$ cat src/rtl/smem_req_arb.sv
// Shared-memory request arbiter: round-robin grant of whole-warp batches through a
// 2-entry skid buffer, with source index appended to the tag and responses routed back by it.
module smem_req_arb #(
    parameter int NUM_INPUTS    = 2,
    parameter int NUM_REQS      = 4,
    parameter int WORD_SIZE     = 4,
    parameter int ADDR_WIDTH    = 30,
    parameter int TAG_IN_WIDTH  = 10,
    parameter int SRC_BITS      = $clog2(NUM_INPUTS),
    parameter int TAG_OUT_WIDTH = TAG_IN_WIDTH + SRC_BITS
) (
    input  logic                                       clk,
    input  logic                                       rst_ni,
    input  logic [NUM_INPUTS*NUM_REQS-1:0]             in_req_valid,
    input  logic [NUM_INPUTS*NUM_REQS-1:0]             in_req_rw,
    input  logic [NUM_INPUTS*NUM_REQS*ADDR_WIDTH-1:0]  in_req_addr,
    input  logic [NUM_INPUTS*NUM_REQS*WORD_SIZE-1:0]   in_req_byteen,
    input  logic [NUM_INPUTS*NUM_REQS*8*WORD_SIZE-1:0] in_req_data,
    input  logic [NUM_INPUTS*NUM_REQS*TAG_IN_WIDTH-1:0] in_req_tag,
    output logic [NUM_INPUTS*NUM_REQS-1:0]             in_req_ready,
    output logic [NUM_REQS-1:0]                        out_req_valid,
    output logic [NUM_REQS-1:0]                        out_req_rw,
    output logic [NUM_REQS*ADDR_WIDTH-1:0]             out_req_addr,
    output logic [NUM_REQS*WORD_SIZE-1:0]              out_req_byteen,
    output logic [NUM_REQS*8*WORD_SIZE-1:0]            out_req_data,
    output logic [NUM_REQS*TAG_OUT_WIDTH-1:0]          out_req_tag,
    input  logic [NUM_REQS-1:0]                        out_req_ready,
    input  logic                                       mem_rsp_valid,
    input  logic [NUM_REQS-1:0]                        mem_rsp_tmask,
    input  logic [NUM_REQS*8*WORD_SIZE-1:0]            mem_rsp_data,
    input  logic [TAG_OUT_WIDTH-1:0]                   mem_rsp_tag,
    output logic                                       mem_rsp_ready,
    output logic [NUM_INPUTS-1:0]                      in_rsp_valid,
    output logic [NUM_INPUTS*NUM_REQS-1:0]             in_rsp_tmask,
    output logic [NUM_INPUTS*NUM_REQS*8*WORD_SIZE-1:0] in_rsp_data,
    output logic [NUM_INPUTS*TAG_IN_WIDTH-1:0]         in_rsp_tag,
    input  logic [NUM_INPUTS-1:0]                      in_rsp_ready
);

    localparam int DATA_WIDTH = 8 * WORD_SIZE;

    // Handshake: a batch moves when valid and ready are both high at a clock edge; a
    // master holds its whole batch stable until accepted, and ready never waits on
    // downstream ready combinationally.

    logic [NUM_REQS-1:0]              m_valid  [NUM_INPUTS];
    logic [NUM_REQS-1:0]              m_rw     [NUM_INPUTS];
    logic [NUM_REQS*ADDR_WIDTH-1:0]   m_addr   [NUM_INPUTS];
    logic [NUM_REQS*WORD_SIZE-1:0]    m_byteen [NUM_INPUTS];
    logic [NUM_REQS*DATA_WIDTH-1:0]   m_data   [NUM_INPUTS];
    logic [NUM_REQS*TAG_IN_WIDTH-1:0] m_tag    [NUM_INPUTS];
    logic [NUM_INPUTS-1:0]            req;

    for (genvar m = 0; m < NUM_INPUTS; m++) begin : g_unpack
        assign m_valid[m]  = in_req_valid[m*NUM_REQS +: NUM_REQS];
        assign m_rw[m]     = in_req_rw[m*NUM_REQS +: NUM_REQS];
        assign m_addr[m]   = in_req_addr[m*NUM_REQS*ADDR_WIDTH +: NUM_REQS*ADDR_WIDTH];
        assign m_byteen[m] = in_req_byteen[m*NUM_REQS*WORD_SIZE +: NUM_REQS*WORD_SIZE];
        assign m_data[m]   = in_req_data[m*NUM_REQS*DATA_WIDTH +: NUM_REQS*DATA_WIDTH];
        assign m_tag[m]    = in_req_tag[m*NUM_REQS*TAG_IN_WIDTH +: NUM_REQS*TAG_IN_WIDTH];
        assign req[m]      = |m_valid[m];
    end

    function automatic logic [SRC_BITS-1:0] wrap_add(input logic [SRC_BITS-1:0] base,
                                                     input int off);
        int sum;
        sum = int'(base) + off;
        if (sum >= NUM_INPUTS) sum = sum - NUM_INPUTS;
        return SRC_BITS'(sum);
    endfunction

    logic [SRC_BITS-1:0] rr_ptr;
    logic [SRC_BITS-1:0] grant;
    logic                grant_found;
    logic                buf_ready;
    logic                accept;
    logic                fire;
    logic [1:0]          count;
    logic [1:0]          count_next;
    logic                wr_ptr;
    logic                rd_ptr;

    // Highest offset is scanned first so the nearest requester at/after rr_ptr wins last.
    always_comb begin
        grant       = rr_ptr;
        grant_found = 1'b0;
        for (int i = NUM_INPUTS - 1; i >= 0; i--) begin
            if (req[wrap_add(rr_ptr, i)]) begin
                grant       = wrap_add(rr_ptr, i);
                grant_found = 1'b1;
            end
        end
    end

    always_comb begin
        in_req_ready = '0;
        for (int m = 0; m < NUM_INPUTS; m++) begin
            if (grant_found && grant == SRC_BITS'(m)) begin
                in_req_ready[m*NUM_REQS +: NUM_REQS] = {NUM_REQS{buf_ready}};
            end
        end
    end

    logic [NUM_REQS*TAG_OUT_WIDTH-1:0] sel_tag;
    for (genvar l = 0; l < NUM_REQS; l++) begin : g_tag
        assign sel_tag[l*TAG_OUT_WIDTH +: TAG_OUT_WIDTH] =
            {m_tag[grant][l*TAG_IN_WIDTH +: TAG_IN_WIDTH], grant};
    end

    assign accept     = grant_found && buf_ready;
    assign fire       = (|out_req_valid) && out_req_ready[0];
    assign count_next = count + {1'b0, accept} - {1'b0, fire};

    always_ff @(posedge clk or negedge rst_ni) begin
        if (!rst_ni) begin
            count     <= 2'd0;
            wr_ptr    <= 1'b0;
            rd_ptr    <= 1'b0;
            buf_ready <= 1'b0;
            rr_ptr    <= '0;
        end else begin
            if (accept) begin
                wr_ptr <= ~wr_ptr;
                rr_ptr <= wrap_add(grant, 1);
            end
            if (fire) rd_ptr <= ~rd_ptr;
            count     <= count_next;
            buf_ready <= (count_next < 2'd2);
        end
    end

    logic [NUM_REQS-1:0]               slot_valid  [2];
    logic [NUM_REQS-1:0]               slot_rw     [2];
    logic [NUM_REQS*ADDR_WIDTH-1:0]    slot_addr   [2];
    logic [NUM_REQS*WORD_SIZE-1:0]     slot_byteen [2];
    logic [NUM_REQS*DATA_WIDTH-1:0]    slot_data   [2];
    logic [NUM_REQS*TAG_OUT_WIDTH-1:0] slot_tag    [2];

    // Payload slots need no reset: the count gates every use of them.
    always_ff @(posedge clk) begin
        if (accept) begin
            slot_valid[wr_ptr]  <= m_valid[grant];
            slot_rw[wr_ptr]     <= m_rw[grant];
            slot_addr[wr_ptr]   <= m_addr[grant];
            slot_byteen[wr_ptr] <= m_byteen[grant];
            slot_data[wr_ptr]   <= m_data[grant];
            slot_tag[wr_ptr]    <= sel_tag;
        end
    end

    assign out_req_valid  = (count != 2'd0) ? slot_valid[rd_ptr] : '0;
    assign out_req_rw     = slot_rw[rd_ptr];
    assign out_req_addr   = slot_addr[rd_ptr];
    assign out_req_byteen = slot_byteen[rd_ptr];
    assign out_req_data   = slot_data[rd_ptr];
    assign out_req_tag    = slot_tag[rd_ptr];

    logic [SRC_BITS-1:0] rsp_src;
    logic                rsp_src_ok;

    assign rsp_src       = mem_rsp_tag[SRC_BITS-1:0];
    assign rsp_src_ok    = (int'(rsp_src) < NUM_INPUTS);
    assign mem_rsp_ready = rsp_src_ok ? in_rsp_ready[rsp_src] : 1'b1;

    always_comb begin
        in_rsp_valid = '0;
        for (int m = 0; m < NUM_INPUTS; m++) begin
            if (rsp_src_ok && rsp_src == SRC_BITS'(m)) in_rsp_valid[m] = mem_rsp_valid;
        end
    end

    for (genvar m = 0; m < NUM_INPUTS; m++) begin : g_rsp
        assign in_rsp_tmask[m*NUM_REQS +: NUM_REQS]               = mem_rsp_tmask;
        assign in_rsp_data[m*NUM_REQS*DATA_WIDTH +: NUM_REQS*DATA_WIDTH] = mem_rsp_data;
        assign in_rsp_tag[m*TAG_IN_WIDTH +: TAG_IN_WIDTH]         =
            mem_rsp_tag[TAG_OUT_WIDTH-1:SRC_BITS];
    end

    a_ready_lanes_equal: assert property (@(posedge clk) disable iff (!rst_ni)
        (out_req_ready == '0) || (out_req_ready == '1));
    a_rsp_src_in_range: assert property (@(posedge clk) disable iff (!rst_ni)
        mem_rsp_valid |-> rsp_src_ok);
    a_no_overflow: assert property (@(posedge clk) disable iff (!rst_ni)
        accept |-> (count != 2'd2));

endmodule

$ cat config.mk
export PLATFORM = sky130hd
export DESIGN_NAME = smem_req_arb
export DESIGN_NICKNAME = d
export VERILOG_FILES = /design/src/rtl/smem_req_arb.sv
export SDC_FILE = /design/constraint.sdc
export NUM_CORES = 1
export LEC_CHECK = 0
export CAP_MARGIN = 20
export CORE_AREA = 2 2 543 545
export DETAILED_ROUTE_END_ITERATION = 16
export DIE_AREA = 0 0 545 547
export SKIP_CTS_REPAIR_TIMING = 1
export SLEW_MARGIN = 30
export SYNTH_ARGS = -nofsm -noshare
export SYNTH_HDL_FRONTEND = slang
export SYNTH_SLANG_ARGS = --single-unit
$ cat constraint.sdc
create_clock -name clk -period 25 [get_ports clk]
set_clock_uncertainty 0.2 [all_clocks]
set_input_delay 2.5 -clock clk [delete_from_list [all_inputs] [get_ports clk]]
set_output_delay 2.5 -clock clk [all_outputs]
set_load 0.005 [all_outputs]
# Yosys cells after proc, flatten, opt, wreduce, memory -nomap -nowiden
# Memory sizes are Yosys's and may differ from the RTL's.
# Cells that the tools add are included.
# totals
mem_bits_ro	0
ramBits	632
latchBits	0
elab_cells	76
out_inout_bits	611
in_bits	776
register_bits	6
mem_count	6
# classes
multipliers	0
addsub	7
n_eq_ne	0
div	0
n_shift	0
bitwise	4
reduce_logical	8
n_mux	38
n_lt_le_gt_ge	8
# mem_list
name	words	word_bits	rd	rd_clocked_by_memory_dff	wr	line	source
slot_data	2	128	1	0	1	136	logic [NUM_REQS*DATA_WIDTH-1:0] slot_data [2];
slot_addr	2	120	1	0	1	134	logic [NUM_REQS*ADDR_WIDTH-1:0] slot_addr [2];
slot_tag	2	44	1	0	1	137	logic [NUM_REQS*TAG_OUT_WIDTH-1:0] slot_tag [2];
slot_byteen	2	16	1	0	1	135	logic [NUM_REQS*WORD_SIZE-1:0] slot_byteen [2];
slot_rw	2	4	1	0	1	133	logic [NUM_REQS-1:0] slot_rw [2];
slot_valid	2	4	1	0	1	132	logic [NUM_REQS-1:0] slot_valid [2];
# op_table
cell	n
$mux W128	3
$mux W120	3
$mux W40	3
$mux W16	3
$mux W4	9
$mux W1	17
$reduce_or A4 Y1	3
$ge A2 B2 Y1 const B	3
$lt A1 B2 Y1 const B	3
$add A1 B1 Y2 const B	2
$logic_and A1 B1 Y1	4
$not A1 Y1	3
$sub A1 B1 Y1 const B	3
$add A2 B1 Y2	1
$ge A1 B2 Y1 const B	1
$lt A2 B2 Y1 const B	1
$not A1 Y2	1
$reduce_bool A2 Y1	1
$sub A2 B1 Y2	1

# Longest topological paths before layout
# Gate-level depths: netlist of run 1.
# depth
depth_word	11
ltp_mapped	10
mapped_depth_nobuf	9

# Worst setup path before layout of run 1
# OpenSTA, ideal clock, no wires.
# synth_timing
path_type	input -> register
startpoint	input in_req_valid[4]
endpoint	memory slot_addr[0][0] (netlist name) (enable)
n_path_buf	0
required_ns	23.806
t_arrival_ns	15.690
slack_ns	8.116
cell_stages	3
setup_ns	0.994
cell_sequence	or4_4 -> o21ai_1 -> nor2_1
# synth_via
elab_chain_cells	8
elab_cells_between_ends	10
classes_between	mux: 8; reduce/logical: 2
# synth_rtl
item	line	source
start: declaration	14	input logic [NUM_INPUTS*NUM_REQS-1:0] in_req_valid,
$reduce_or A4 Y1 (*)	61	assign req[m] = |m_valid[m];
$mux W1 (implied by the code) (2 in a row)	88	if (req[wrap_add(rr_ptr, i)]) begin
$mux W1	88	
$mux W1 (*)	88	
$logic_and A1 B1 Y1 (*)	110	assign accept = grant_found && buf_ready;
$mux W1 (*)	141	if (accept) begin
$mux W1 (implied by the code) (*)	144	slot_addr[wr_ptr] <= m_addr[grant];
end: declaration	134	
# Mark *: on every way between the ends. The rest lies on a longest branch, timed or not. The select of a mux whose other input is x is not followed.

# Worst setup path in the final report of run 1
# layout_timing
startpoint	register rd_ptr
endpoint	output out_req_addr[8]
# layout_via
elab_chain_cells	1
# layout_rtl
item	line	source
start: declaration	81	logic rd_ptr;
start signal: assignment	126	if (fire) rd_ptr <= ~rd_ptr;
$mem_v2 Z2 W120	-	
end: declaration	23	output logic [NUM_REQS*ADDR_WIDTH-1:0] out_req_addr,
# Every way passes these cells.

==> impl_metrics.csv, run 1 <==
group,metric,value,unit
layout,drive_gt1_share,29.7,%
floorplan,design.die.area,298000,um^2
setup_path,cp.arrival,4.99,ns
clock_network,clk_path_buf_depth,4,
synth,synth_edf_count,626,
synth,yosysSeqAreaShare,63.3,%
power,swShare,35.3,%
setup_path,cp.required,22.30,ns
grt,grt_max_degree,64,
power,pwr_density_cell,125,nW/um^2
floorplan,die_w,545,um
timing,hold_viol,0,
clock_network,cts_tree,"done",
grt,antenna_found_initial,35,
synth,ys_ff_latch,632,
clock_network,clk_latency,0.76,ns
setup_path,r2r_end,"slot_addr[1][104]$_DFFE_PP_",
grt,grt_pass1_vias,18300,
floorplan,initial_core_util,10.2,%
power,seq_power_share,32.8,%
synth,netlist_instances,1660,
place,dp_hpwl,121000,um
timing,timing.setup.tns,0,ns
clock_network,clk_pin_slew,0.06,ns
grt,grt_use_total,9.29,%
setup_path,cp_common_cell,"buf_4",
synth,synth_area_leaders,"edfxtp_1 63%, mux2_4 13%, mux2_2 11%",
synth,async_flop_share,0.949,%
floorplan,io_pins,1387,
floorplan,core.rowCount,199,
timing,setup_violations,0,
clock_network,cts_buffers,81,
synth,avgSynthCellArea,18.0,um^2
synth,yosys.area.top_type,"edfxtp_1",
worst_hold_path,hold_class,"register to register",
layout,post_layout_nonfiller_instances,6345,
layout,final_area,44600,um^2
setup_path,crit_fanout,55,
timing,post-route-min-period,7.69,ns
floorplan,fp.dieH,547,um
timing,grt_setup_unrepaired,"false",
synth,ys_types,30,
synth,syn_area,29900,um^2
route,wl_per_cell,22.9,um
timing,period_share,30.7,%
place,place_congestion,0.867,
place,io_buffers,957,
synth,mappedNetlistNets,2438,
place,dpl_worst_slack,17.40,ns
setup_path,critPathLaunchType,"register",
setup_path,critPathBufInv,4,
synth,synth-main-ff-cell,"edfxtp_1",
grt,grt-ovfl-total,0,
timing,slew_violations,0,
route,wl,145000,um
grt,grt_pass1_wl,180000,um
synth,synth_commonest_cells,"626 x edfxtp_1, 303 x mux2_2, 293 x buf_4",
setup_path,cpMaxStageDelayCell,"clkdlybuf4s50_1",
setup_path,ff2ff_setup_slack,20.64,ns
power,ir_drop,0.0000820,V
route,drtIter0Drc,747,
timing,slew_headroom,35.2,%
clock_network,htreeDepth,3,
synth,ys_warn_count,0,
synth,synth_most_common_cell,"edfxtp_1",
timing,tightest_slew,0.972,ns
route,antenna_left,0,
setup_path,crit_path_start,"rd_ptr$_DFFE_PN0P_",
clock_network,cts.sinks,632,
setup_path,reg2reg_from,"rr_ptr$_DFFE_PN0N_",
place,placed_cells,6198,
setup_path,crit_family,"buffers and inverters",
place,dpl-instance-area,41900,um^2
floorplan,coreArea,293000,um^2
clock_network,root_buffer,"clkbuf_16",
timing,max_freq,130,MHz
power,power.switching,1.96,mW
job,cap_violations,0,
setup_path,endpoint_kind,"primary output",
route,via_count,16900,
setup_path,max_stage_delay,0.95,ns
power,p_leak,14.7,nW
route,drc,0,
power,combinationalPowerShare,46.0,%
power,p_int,3.60,mW
timing,holdWs,0.325,ns
setup_path,crit_chain,"buf_4 > buf_4 > buf_4 > mux2_2 > clkdlybuf4s50_1",
layout,area_growth,48.9,%
setup_path,critical_path_class,"register to primary output",
power,clkPwrFrac,21.2,%
route,drt-pass1-iter-count,5,
route,viasPerCell,2.66,
setup_path,crit_path_end,"out_req_addr[8]",
timing,setup_ws,17.31,ns
setup_path,r2r_cells,6,
synth,synth_top_cell_area_share,62.8,%
setup_path,crit_cells,5,
status,status,"complete, no violations",
layout,layout.nets,3141,
-- layer usage --
metal	global-route usage [%]	part of all wire, %	vias to the layer above
li1	-	-	7403
met1	8.34	32	8172
met2	14.6	44	931
met3	7.47	18	376
met4	5.11	5.7	6
met5	0.160	0.071	-
-- cell usage in the layout, fill, tap and decap left out, types with 6 or more instances in the layout --
master	synthesis	final
inv_6	0	6
clkdlybuf4s50_1	0	957
clkinv_2	0	10
nor2_1	10	8
clkinv_1	0	11
edfxtp_1	626	626
mux2_2	303	303
bufinv_16	0	10
clkbuf_1	34	14
buf_4	293	25
mux2_1	50	50
diode_2	0	6
mux2_4	269	269
clkbuf_16	0	81
-- state kept, by name, indices dropped and copies added, names as in the netlist --
register and count:
rd_ptr 1, slot_valid 8, slot_rw 8, wr_ptr 1, buf_ready 1, count 2, slot_byteen 32, slot_tag 82
slot_data 256, rr_ptr 1, slot_addr 240
-- power groups by stage --
stage / logic, mW / registers [mW] / clock network, mW
floorplan: 1.13 / 2.01 / 0
global placement: 2.68 / 1.83 / 0
detailed placement: 2.69 / 1.85 / 0
CTS: 2.71 / 1.83 / 1.23
global route: 2.82 / 1.86 / 1.26
finish: 2.56 / 1.82 / 1.18
-- worst min-delay path by stage --
stage | from | endpoint | depth (start not counted)
after floorplan | count[1]$_DFF_PN0_ | buf_ready$_DFF_PN0_ | 1
after global placement | count[1]$_DFF_PN0_ | buf_ready$_DFF_PN0_ | 1
after detailed placement | count[1]$_DFF_PN0_ | buf_ready$_DFF_PN0_ | 1
after CTS | count[1]$_DFF_PN0_ | buf_ready$_DFF_PN0_ | 1
after global routing | count[1]$_DFF_PN0_ | buf_ready$_DFF_PN0_ | 1
final | count[1]$_DFF_PN0_ | buf_ready$_DFF_PN0_ | 1
-- area by class of cell --
| cell class | instances | area (um^2) |
|---|---|---|
| diodes | 6 | 15.0 |
| clock buffers | 96 | 2090 |
| clock inverters | 44 | 508 |
| fillers | 32100 | 248000 |
| inverters | 5 | 18.8 |
| multi-input cells | 660 | 8280 |
| flip-flops and latches | 632 | 19000 |
| well taps | 3919 | 4900 |
| repair buffers | 983 | 9790 |
-- cells by family after synthesis --
group	count (synthesis)	share of synthesized area, %
adders and majority gates	3	0.121
muxes	626	26.9
DFF	632	63.3
and+or+nand+nor	20	0.343
buffers and inverters	368	9.06
xor gates and xnor gates	3	0.0878
AOI/OAI and AO/OA	8	0.155
-- through the flow --
step / total power [mW] / utilization [%]
4_1_cts: 5.77 / 15.2
3_3_place_gp: 4.51 / 14.3
5_1_grt: 5.94 / 15.2
6_report: 5.56 / 15.2
3_5_place_dp: 4.53 / 14.3
2_1_floorplan: 3.14 / -
-- worst register-to-register path, delay by kind of cell (launching register included) --
family / cells / cell delay, ns
buffers and inverters: 4 / 2.46
adders and majority gates: 1 / 0.61
DFF: 1 / 0.42
muxes: 1 / 0.38
Note: power is estimated with default switching activity, not from simulation.
==> inputs of run 2 (changes only) <==
Settings changed: CORE_AREA 2 2 543 545 to 2 2 546 548, DIE_AREA 0 0 545 547 to 0 0 548 550.
Clock period 25 ns to 7.3 ns, I/O delays scaled along.
==> run 2 against run 1 <==
Compared with the run above:
- critical path depth fell by 2
- setup slack got worse by 14 ns
- sequential power increased to 3.4 times the previous value
- first-iteration DRC count is 0.80% lower
- sequential share of layout area down 0.20 points
- cell area grew 0.48%
- clock-buffer cell count down 2
- flip-flop and latch count is the same
- non-clock buffer count up 4
- worst hold slack worse by 0.27 ns
- core utilization fell by 0.081 points
- critical path type unchanged
- critical endpoint is now out_req_addr[26]
==> impl_metrics.csv, run 2 (synthesis gave the netlist of run 1 again) <==
group,metric,value,unit
setup_path,crit_fanout,104,
timing,setup_ws,2.82,ns
timing,slew_violations,0,
layout,regMostFlops,"slot_data",
layout,drive_gt1_share,30.0,%
setup_path,r2r_cells,4,
layout,post_layout_nonfiller_instances,6377,
place,placed_cells,6221,
clock_network,root_buffer,"clkbuf_16",
route,drt-pass1-iter-count,6,
place,io_buffers,957,
floorplan,coreArea,296000,um^2
layout,layout_common_cells,"956 x clkdlybuf4s50_1, 626 x edfxtp_1, 303 x mux2_2",
layout,multi_input_area,8280,um^2
clock_network,clk_pin_slew,0.06,ns
setup_path,cpMaxStageDelayCell,"clkdlybuf4s50_1",
clock_network,clk_path_buf_depth,4,
grt,grt_pass1_vias,18100,
power,swShare,34.9,%
place,dpl-instance-area,42100,um^2
route,drc,0,
worst_hold_path,hold_class,"input port to async pin",
setup_path,critical_path_class,"register to primary output",
route,wl_per_cell,22.1,um
setup_path,crit_family,"buffers and inverters",
clock_network,cts_buffers,80,
route,viasPerCell,2.63,
grt,antenna_found_initial,33,
layout,n_fill_cell,32400,
setup_path,endpoint_kind,"primary output",
layout,layout.nets,3144,
floorplan,core.rowCount,200,
timing,tightest_slew,1.15,ns
floorplan,design.die.area,301000,um^2
layout,seq_area,19000,um^2
setup_path,critPathLaunchType,"register",
clock_network,htreeDepth,3,
timing,holdWs,0.0524,ns
power,combinationalPowerShare,46.4,%
status,status,"complete, no violations",
setup_path,crit_cells,3,
timing,hold_viol,0,
timing,max_freq,223,MHz
layout,reg_top3,"slot_data (256), slot_addr (240), slot_tag (82)",
timing,timing.setup.tns,0,ns
floorplan,fp.dieH,550,um
floorplan,die_w,548,um
layout,area_growth,49.6,%
power,pwr_density_cell,426,nW/um^2
setup_path,critPathBufInv,2,
timing,grt_setup_unrepaired,"false",
job,cap_violations,0,
grt,grt_pass1_wl,175000,um
floorplan,io_pins,1387,
layout,final_area,44800,um^2
grt,grt-ovfl-total,0,
clock_network,cts.sinks,632,
setup_path,cp.arrival,3.55,ns
setup_path,max_stage_delay,0.96,ns
grt,grt_use_total,8.89,%
power,clkPwrFrac,20.9,%
clock_network,cts_tree,"done",
setup_path,cp.required,6.37,ns
timing,post-route-min-period,4.48,ns
clock_network,clk_latency,0.77,ns
setup_path,crit_chain,"buf_12 > mux2_2 > clkdlybuf4s50_1",
power,seq_power_share,32.7,%
route,antenna_left,0,
route,drtIter0Drc,741,
timing,setup_violations,0,
route,wl,141000,um
layout,largest_register_ffs,256,
grt,grt_max_degree,127,
timing,slew_headroom,23.4,%
place,place_congestion,0.860,
place,dp_hpwl,117000,um
power,p_int,12.4,mW
floorplan,initial_core_util,10.1,%
power,ir_drop,0.000245,V
route,via_count,16700,
timing,period_share,61.3,%
layout,layout_commonest_cell,"clkdlybuf4s50_1",
power,power.switching,6.66,mW
place,dpl_worst_slack,2.97,ns
power,p_leak,14.8,nW
==> run 2: final cells by class <==
| type | instances | share of cell area (%) |
|---|---|---|
| Clock buffer | 94 | 4.64 |
| Multi-Input combinational cell | 660 | 18.5 |
| Sequential cell | 632 | 42.3 |
| Tap cell | 3939 | 11.0 |
| Antenna cell | 15 | 0.0838 |
| Clock inverter | 45 | 1.16 |
| Inverter | 5 | 0.0419 |
| Timing Repair Buffer | 987 | 22.3 |
==> run 2: stage by stage <==
step,total power [mW],utilization (%)
3_3_place_gp,15.5,14.2
6_report,19.1,15.2
4_1_cts,19.8,15.1
5_1_grt,20.3,15.1
2_1_floorplan,10.4,-
3_5_place_dp,15.6,14.2
==> run 2: path summary, 6_finish.rpt <==
kind | from | end | slack [ns]
worst max-delay path | rd_ptr$_DFFE_PN0P_ | out_req_addr[26] | 2.82
worst min-delay path | rst_ni | rd_ptr$_DFFE_PN0P_ | 0.05
worst max register to register | buf_ready$_DFF_PN0_ | slot_data[0][51]$_DFFE_PP_ | 4.25
worst min register to register | count[1]$_DFF_PN0_ | buf_ready$_DFF_PN0_ | 0.33
max in group asynchronous | rst_ni | rd_ptr$_DFFE_PN0P_ | 6.52
min in group clk | count[1]$_DFF_PN0_ | buf_ready$_DFF_PN0_ | 0.33
==> run 2: metal layers <==
metal  vias up  wire (um)  track usage [%]
met2       900      64800             14.6
met1      8092      41000             7.41
met4         0       9330             5.36
met3       340      25500             7.09
met5         -          0                0
li1       7410          -                -
==> run 2: power groups by stage <==
stage	Sequential (mW)	Combinational [mW]	Clock (mW)
5_1_grt	6.35	9.72	4.26
3_5_place_dp	6.33	9.28	0
2_1_floorplan	6.57	3.87	0
6_report	6.23	8.84	3.99
3_3_place_gp	6.26	9.27	0
4_1_cts	6.26	9.36	4.16
==> inputs of run 3 (changes only) <==
Clock period 7.3 ns to 4.45 ns, I/O delays scaled along.
==> run 3 against run 2 <==
Compared with the run above:
- wire length rose by 2.9%
- via count rose by 1.0%
- first-iteration DRC count fell by 6.3%
- power rose by 65%
- sequential share of layout area fell by 0.26 points
- cell area rose by 0.63%
- clock power rose by 53%
- core utilization rose by 0.095 points
- clock-buffer cell count rose by 2
- worst hold slack improved by 0.12 ns
==> impl_metrics.csv, run 3 (synthesis gave the netlist of run 1 again) <==
group,metric,value,unit
clock_network,cts_buffers,77,
layout,area_growth,50.6,%
clock_network,htreeDepth,3,
route,wl,145000,um
floorplan,initial_core_util,10.1,%
clock_network,cts_tree,"done",
place,place_congestion,0.907,
setup_path,critical_path_class,"register to primary output",
floorplan,core.rowCount,200,
clock_network,cts.sinks,632,
grt,grt_pass1_wl,181000,um
grt,grt_pass1_vias,18600,
power,ir_drop,0.000757,V
grt,grt_max_degree,112,
layout,layout_common_cells,"957 x clkdlybuf4s50_1, 626 x edfxtp_1, 303 x mux2_2",
place,io_buffers,957,
status,status,"complete, no violations",
setup_path,crit_family,"buffers and inverters",
timing,max_freq,252,MHz
timing,tightest_slew,0.960,ns
timing,hold_viol,0,
power,pwr_density_cell,698,nW/um^2
setup_path,critPathLaunchType,"register",
layout,drive_gt1_share,31.0,%
layout,largest_register_ffs,256,
job,cap_violations,0,
route,wl_per_cell,22.6,um
grt,grt_use_total,9.18,%
setup_path,ff2ff_setup_slack,1.83,ns
setup_path,cp_common_cell,"buf_4",
place,dpl_worst_slack,0.877,ns
floorplan,io_pins,1387,
route,drtIter0Drc,694,
timing,slew_headroom,36.0,%
timing,grt_setup_unrepaired,"false",
floorplan,coreArea,296000,um^2
power,p_leak,15.0,nW
grt,antenna_found_initial,32,
setup_path,cp.arrival,3.32,ns
timing,setup_violations,0,
setup_path,endpoint_kind,"primary output",
route,viasPerCell,2.64,
place,dp_hpwl,122000,um
timing,post-route-min-period,3.96,ns
timing,setup_ws,0.487,ns
clock_network,clk_pin_slew,0.06,ns
clock_network,root_buffer,"clkbuf_16",
setup_path,critPathBufInv,4,
setup_path,cp.required,3.81,ns
floorplan,fp.dieH,550,um
setup_path,crit_chain,"buf_12 > buf_4 > buf_4 > mux2_2 > clkdlybuf4s50_1",
route,via_count,16900,
layout,layout.nets,3185,
clock_network,clk_latency,0.75,ns
timing,slew_violations,0,
setup_path,crit_fanout,38,
route,drc,0,
layout,reg_top3,"slot_data (256), slot_addr (240), slot_tag (82)",
floorplan,design.die.area,301000,um^2
layout,layout_commonest_cell,"clkdlybuf4s50_1",
setup_path,max_stage_delay,0.84,ns
timing,period_share,89.1,%
worst_hold_path,hold_class,"input port to register",
grt,grt-ovfl-total,0,
route,antenna_left,0,
layout,regMostFlops,"slot_data",
timing,holdWs,0.173,ns
clock_network,clk_path_buf_depth,4,
route,drt-pass1-iter-count,4,
setup_path,cpMaxStageDelayCell,"dfrtp_4",
floorplan,die_w,548,um
==> run 3: per-stage QoR <==
stage | power, mW | cells | setup TNS (ns) | util [%] | area (um^2)
floorplan | 16.8 | 1660 | -914.40 | - | 30000
global placement | 26.2 | 6266 | 0 | 14.4 | 42600
detailed placement | 26.3 | 6266 | 0 | 14.4 | 42600
CTS | 32.7 | 6400 | 0 | 15.2 | 45000
global route | 33.5 | 6410 | 0 | 15.2 | 45000
finish | 31.5 | 6416 | 0 | 15.2 | 45100
==> run 3: worst reg2reg max path, delay by kind of cell, from the launching register on <==
family	cells	cell delay (ns)
flops	1	0.84
fa+ha+maj	2	0.42
buf+inv	3	0.40
xor+xnor	2	0.36
compound gates	1	0.23
simple gates	1	0.07
==> run 3: final cells by class <==
cell class              instances  area, um^2
fillers                     32500      250000
flip-flops and latches        632       19000
repair buffers               1031       10400
multi-input cells             660        8300
well taps                    3939        4930
clock buffers                  96        2060
clock inverters                38         355
diodes                         15        37.5
inverters                       5        18.8
==> run 3: power breakdown <==
part / switching (mW) / total (mW) / internal [mW]
Sequential: 0.547 / 10.2 / 9.69
Clock: 2.51 / 6.09 / 3.58
Combinational: 8.12 / 15.1 / 7.01
==> run 3: worst paths after layout <==
kind / start / endpoint / cells after the start
setup / recovery: rd_ptr$_DFFE_PN0P_ / out_req_addr[77] / 5
hold / removal: in_req_tag[4] / slot_tag[1][5]$_DFFE_PP_ / 2
setup reg to reg: rd_ptr$_DFFE_PN0P_ / count[1]$_DFF_PN0_ / 9
hold reg to reg: count[1]$_DFF_PN0_ / buf_ready$_DFF_PN0_ / 1
max in group asynchronous: rst_ni / rd_ptr$_DFFE_PN0P_ / 2
min in group asynchronous: rst_ni / buf_ready$_DFF_PN0_ / 2
==> run 3: routing by layer <==
metal	global-route usage [%]	vias to the layer above	share of wire, %
li1	-	7505	-
met1	8.61	8151	33
met2	14.6	915	46
met3	6.44	336	16
met4	5.53	4	5.9
met5	0	-	0.019
